$ cat src/rtl/phase_sequencer.sv
`default_nettype none
// ============================================================================
// Module   : phase_sequencer
// Brief    : Generates NUM_PHASES non-overlapping one-hot phase enables, each
//            held for PHASE_CYCLES clocks. Runs continuous macro-cycles while
//            run=1, or exactly one macro-cycle per step pulse in step mode.
//            Optional single-step support is enabled by defining the macro
//            PHASE_SEQ_STEP_EN; without it step_mode/step are ignored.
// Revision : 1.0 - initial release
// ============================================================================
module phase_sequencer #(
    parameter int NUM_PHASES   = 4,
    parameter int PHASE_CYCLES = 1
) (
    input  logic                  clk,
    input  logic                  rst_n,
    input  logic                  run,
    input  logic                  step_mode,
    input  logic                  step,
    output logic [NUM_PHASES-1:0] phase_out,
    output logic [2:0]            phase_idx,
    output logic                  busy,
    output logic                  cycle_done,
    output logic [31:0]           macro_count
);

    typedef enum logic [0:0] {
        S_IDLE = 1'b0,
        S_RUN  = 1'b1
    } state_t;

    localparam logic [3:0]            c_sub_last   = 4'(PHASE_CYCLES - 1);
    localparam logic [2:0]            c_phase_last = 3'(NUM_PHASES - 1);
    localparam logic [NUM_PHASES-1:0] c_one        = NUM_PHASES'(1);

    state_t                  state_q, state_d;
    logic [2:0]              phase_q, phase_d;
    logic [3:0]              sub_q, sub_d;
    logic [NUM_PHASES-1:0]   phase_out_q, phase_out_d;
    logic [2:0]              phase_idx_q, phase_idx_d;
    logic                    busy_q, busy_d;
    logic                    cycle_done_q, cycle_done_d;
    logic [31:0]             macro_count_q, macro_count_d;

    logic                    w_step_mode;
    logic                    w_start;
    logic                    w_continue;
    logic                    w_run_d;

`ifdef PHASE_SEQ_STEP_EN
    assign w_step_mode = step_mode;
    assign w_start     = (run & ~step_mode) | (step & step_mode);
`else
    // Step support absent: behave as though step_mode is tied low.
    logic unused_step_inputs;
    assign unused_step_inputs = step_mode | step;
    assign w_step_mode        = 1'b0;
    assign w_start            = run;
`endif

    // Back-to-back macro-cycles only in free-running mode; sampled at boundary.
    assign w_continue = run & ~w_step_mode;

    // Next-state and next-output computation; outputs decoded before the flops.
    always_comb begin
        state_d = state_q;
        phase_d = phase_q;
        sub_d   = sub_q;
        case (state_q)
            S_IDLE: begin
                if (w_start) begin
                    state_d = S_RUN;
                    phase_d = 3'd0;
                    sub_d   = 4'd0;
                end
            end
            S_RUN: begin
                if (sub_q == c_sub_last) begin
                    sub_d = 4'd0;
                    if (phase_q == c_phase_last) begin
                        phase_d = 3'd0;
                        if (!w_continue) begin
                            state_d = S_IDLE;
                        end
                    end else begin
                        phase_d = phase_q + 3'd1;
                    end
                end else begin
                    sub_d = sub_q + 4'd1;
                end
            end
            default: begin
                state_d = S_IDLE;
                phase_d = 3'd0;
                sub_d   = 4'd0;
            end
        endcase

        w_run_d       = (state_d == S_RUN);
        phase_out_d   = w_run_d ? (c_one << phase_d) : '0;
        phase_idx_d   = w_run_d ? phase_d : 3'd0;
        busy_d        = w_run_d;
        // Last clock of the macro-cycle: flagged and counted together.
        cycle_done_d  = w_run_d && (phase_d == c_phase_last) && (sub_d == c_sub_last);
        macro_count_d = macro_count_q + {31'd0, cycle_done_d};
    end

    // State and output registers with asynchronous active-low clear.
    always_ff @(posedge clk or negedge rst_n) begin
        if (!rst_n) begin
            state_q       <= S_IDLE;
            phase_q       <= 3'd0;
            sub_q         <= 4'd0;
            phase_out_q   <= '0;
            phase_idx_q   <= 3'd0;
            busy_q        <= 1'b0;
            cycle_done_q  <= 1'b0;
            macro_count_q <= 32'd0;
        end else begin
            state_q       <= state_d;
            phase_q       <= phase_d;
            sub_q         <= sub_d;
            phase_out_q   <= phase_out_d;
            phase_idx_q   <= phase_idx_d;
            busy_q        <= busy_d;
            cycle_done_q  <= cycle_done_d;
            macro_count_q <= macro_count_d;
        end
    end

    assign phase_out   = phase_out_q;
    assign phase_idx   = phase_idx_q;
    assign busy        = busy_q;
    assign cycle_done  = cycle_done_q;
    assign macro_count = macro_count_q;

endmodule
`default_nettype wire

$ cat config.mk
export PLATFORM = sky130hd
export DESIGN_NAME = phase_sequencer
export DESIGN_NICKNAME = d
export VERILOG_FILES = /design/src/rtl/phase_sequencer.sv
export SDC_FILE = /design/constraint.sdc
export NUM_CORES = 1
export LEC_CHECK = 0
export ABC_CLOCK_PERIOD_IN_PS = 10650
export BUFFER_PORTS_ARGS = -buffer_cell sky130_fd_sc_hd__buf_2
export CORE_UTILIZATION = 40
export CTS_CLUSTER_DIAMETER = 150
export DETAILED_ROUTE_END_ITERATION = 16
export GPL_TIMING_DRIVEN = 0
export HOLD_SLACK_MARGIN = 0.05
export PLACE_DENSITY = 0.67
export SETUP_SLACK_MARGIN = 0.5
export SYNTH_ARGS = -nofsm -noshare
export SYNTH_HDL_FRONTEND = slang
export SYNTH_SLANG_ARGS = --single-unit
$ cat constraint.sdc
create_clock -name clk -period 10.65 [get_ports clk]
set_input_delay 1.065 -clock clk [delete_from_list [all_inputs] [get_ports clk]]
set_output_delay 1.065 -clock clk [all_outputs]
set_load 0.02 [all_outputs]
==> flow_summary.toml <==
[synthesis]
synthCells = 207
ys_seq_elements = 48
synth_warnings = 0
synth-seq-area-share_pct = 52.9
synth_cell_type_count = 40
syn_avg_cell_area_um2 = 11.0
syn_nets = 217
synth_area_um2 = 2270

[power]
internal-power_w = 0.000330
seqPwrFrac_pct = 45.8
switching_share_pct = 34.5
powerDensity_nw_per_um2 = 188
clkPwrFrac_pct = 22.8
peakVddDrop_v = 0.0000618
p_switching_w = 0.000174
comb_power_share_pct = 31.4
leakagePower_nw = 1.36

[clocking]
clock_latency_ps = 300
htreeDepth = 2
cts-root-buf = "clkbuf_8"
cts_resized = 0
ctsHoldBuffers = 0
cts_tree = "done"
clock-sinks = 48
cts_buffers = 5
cts_max_path_buffers = 2
post_cts_buffers = 0
clk_pin_slew_ps = 90

[timing]
fin_setup_tns_ps = 0
holdWs_ps = 466
final_hold_viol_count = 0
slew_headroom_pct = 31.6
report.final.slew_viol_count = 0
skew_ps = 12.1
post-route-period-util_pct = 37.2
post-route-min-period_ps = 3960
max_freq_mhz = 253
tightest_slew_ps = 1030
setup_viol = 0
rsz0062_at_grt = "no"

[floorplanning]
rows = 27
core_um2 = 5470
die_w_um = 77.3
die_area_um2 = 5980
start_util_pct = 41.5
num_io_pins = 46
die_h_um = 77.3

[place]
post-place-cells = 322
gp_congestion = 0.726
post-dp-hpwl_um = 2960
place_area_um2 = 2580
port_buffers = 43

[final_layout]
final_cell_area_um2 = 2670
area_delta_synth_final_pct = 17.7
layout.cells.non_filler = 330
drive_above_1_share_pct = 24.0
antenna_cells = 0
fillers = 527
utilization_pct = 48.9
nets = 267

[route]
drt-vias-per-instance = 4.96
drt-total-wl_um = 4230
wl_per_cell_um = 12.8
first_iter_violations = 117
drc = 0
postRouteAntennaNets = 0
drtPass1Iterations = 7
num_vias = 1637

[min_path]
hold_path_class = "flip-flop to flip-flop"

[grt]
antenna_found_initial = 0
grt_use_total_pct = 15.0
grt-ovfl-total = 0
grt_max_degree = 49
grt_pass1_vias = 1511
grt_pass1_wl_um = 7000

[critical_path]
crit_path_max_incr_delay_ps = 480
slowest_stage = "or4_4"
crit_type = "flip-flop to flip-flop"
cp-start-kind = "flip-flop"
cp.arrival_ps = 4190
crit_required_ps = 10880
end_kind = "flip-flop"
crit_fanout = 10
path_cells = "inv_1, ha_1, or3b_1, buf_6, or4_4, nand3_2, nor4b_4, ha_1, ha_1, and4_1, or4b_1, buf_2, nor4_2, xor2_1"
cp_common_cell = "ha_1"

[job]
drv_cap = 0

[status]
outcome = "finished clean"
logic make-up after synthesis:
logic type	count (synthesis)	synth area share [%]
compound gates	14	4.19
fa+ha+maj	5	2.75
mux	1	0.441
simple gates	92	23.9
buf+inv	14	3.14
xor+xnor	33	12.7
flops	48	52.9
final cells by class:
class	count	area, µm²	area share [%]
clock buffers	6	82.6	3.09
clock inverters	2	15.0	0.562
repair buffers	43	215	8.05
inverters	8	30.0	1.12
plain buffers	6	41.3	1.54
multi-input cells	145	998	37.3
flip-flops and latches	48	1200	44.9
well taps	72	90.1	3.37
cells in the mapped netlist, drive strengths merged:
master,n,area [µm²]
a21boi,2,15.0
a21oi,3,15.0
a22oi,1,7.51
a311oi,1,8.76
a32o,1,10.0
and2,2,12.5
and3,3,18.8
and4,4,35.0
buf,5,37.5
clkbuf,1,3.75
dfrtp,48,1200
ha,5,62.6
inv,8,30.0
mux2i,1,10.0
nand2,23,86.3
nand2b,1,6.26
nand3,15,80.1
nand3b,1,7.51
nand4,7,43.8
nand4bb,1,11.3
nor2,5,18.8
nor2b,3,18.8
nor3,10,50.1
nor3b,3,22.5
nor4,8,62.6
nor4b,1,23.8
o21ai,3,15.0
o21bai,1,7.51
o2bb2ai,1,8.76
o31ai,1,7.51
or2,1,6.26
or3b,1,8.76
or4,2,18.8
or4b,1,10.0
xnor2,14,123
xor2,19,166
cells in the final DEF, fill, tap and decap left out, drive strengths merged, types with 2 or more instances in the layout:
master and instances:
nor3 10, clkinvlp 2, and3 3, nor2 5
nor3b 3, ha 5, xor2 19, xnor2 14
dfrtp 48, a21boi 2, and4 4, or4 2
buf 48, nand2 23, a21oi 3, nand3 15
and2 2, o21ai 3, inv 8, clkbuf 7
nand4 7, nor2b 3, nor4 8
final timing paths:
path | depth (start not counted) | start | to | slack (ps)
worst max-delay path | 14 | sub_q[0] | macro_count[22] | 6690
worst min-delay path | 1 | macro_count[31] | macro_count[31] | 470
worst max register to register | 14 | sub_q[0] | macro_count[22] | 6690
worst min register to register | 1 | macro_count[31] | macro_count[31] | 470
max in group asynchronous | 1 | rst_n | phase_out[2] | 9070
min in group asynchronous | 1 | rst_n | macro_count[11] | 930
worst max-delay path: cells and delay by family, from the launching register on:
| family | cells | cell delay, ps |
|---|---|---|
| xor gates and xnor gates | 1 | 160 |
| adders and majority gates | 3 | 660 |
| DFF | 1 | 430 |
| buffers and inverters | 3 | 450 |
| and+or+nand+nor | 7 | 2180 |
through the flow:
stage                     power, W  worst slack, ps
after global routing      0.000536             6370
after global placement    0.000391             6640
after floorplan           0.000353             7030
after detailed placement  0.000394             6620
after CTS                 0.000508             6650
final                     0.000504             6690
sequential cells by signal, summed over array words and instances (netlist names):
register,flops
macro_count,32
phase_idx,3
busy,1
phase_q,3
phase_out,4
cycle_done,1
sub_q,4
power by group through the flow:
stage	clock network [W]	logic [W]	registers (W)
2_1_floorplan	0	0.000104	0.000250
3_3_place_gp	0	0.000158	0.000234
3_5_place_dp	0	0.000160	0.000234
4_1_cts	0.000117	0.000160	0.000231
5_1_grt	0.000124	0.000177	0.000235
6_report	0.000115	0.000158	0.000231
metal layers:
metal  vias up  wire (µm)  global-route usage (%)
met5         -          0                       0
met4         0         23                    5.09
met3         2        167                    3.76
met2        35       2110                    23.8
met1       781       1930                    20.1
li1        819          -                       -
No activity file was read; power rests on OpenSTA's default activity.
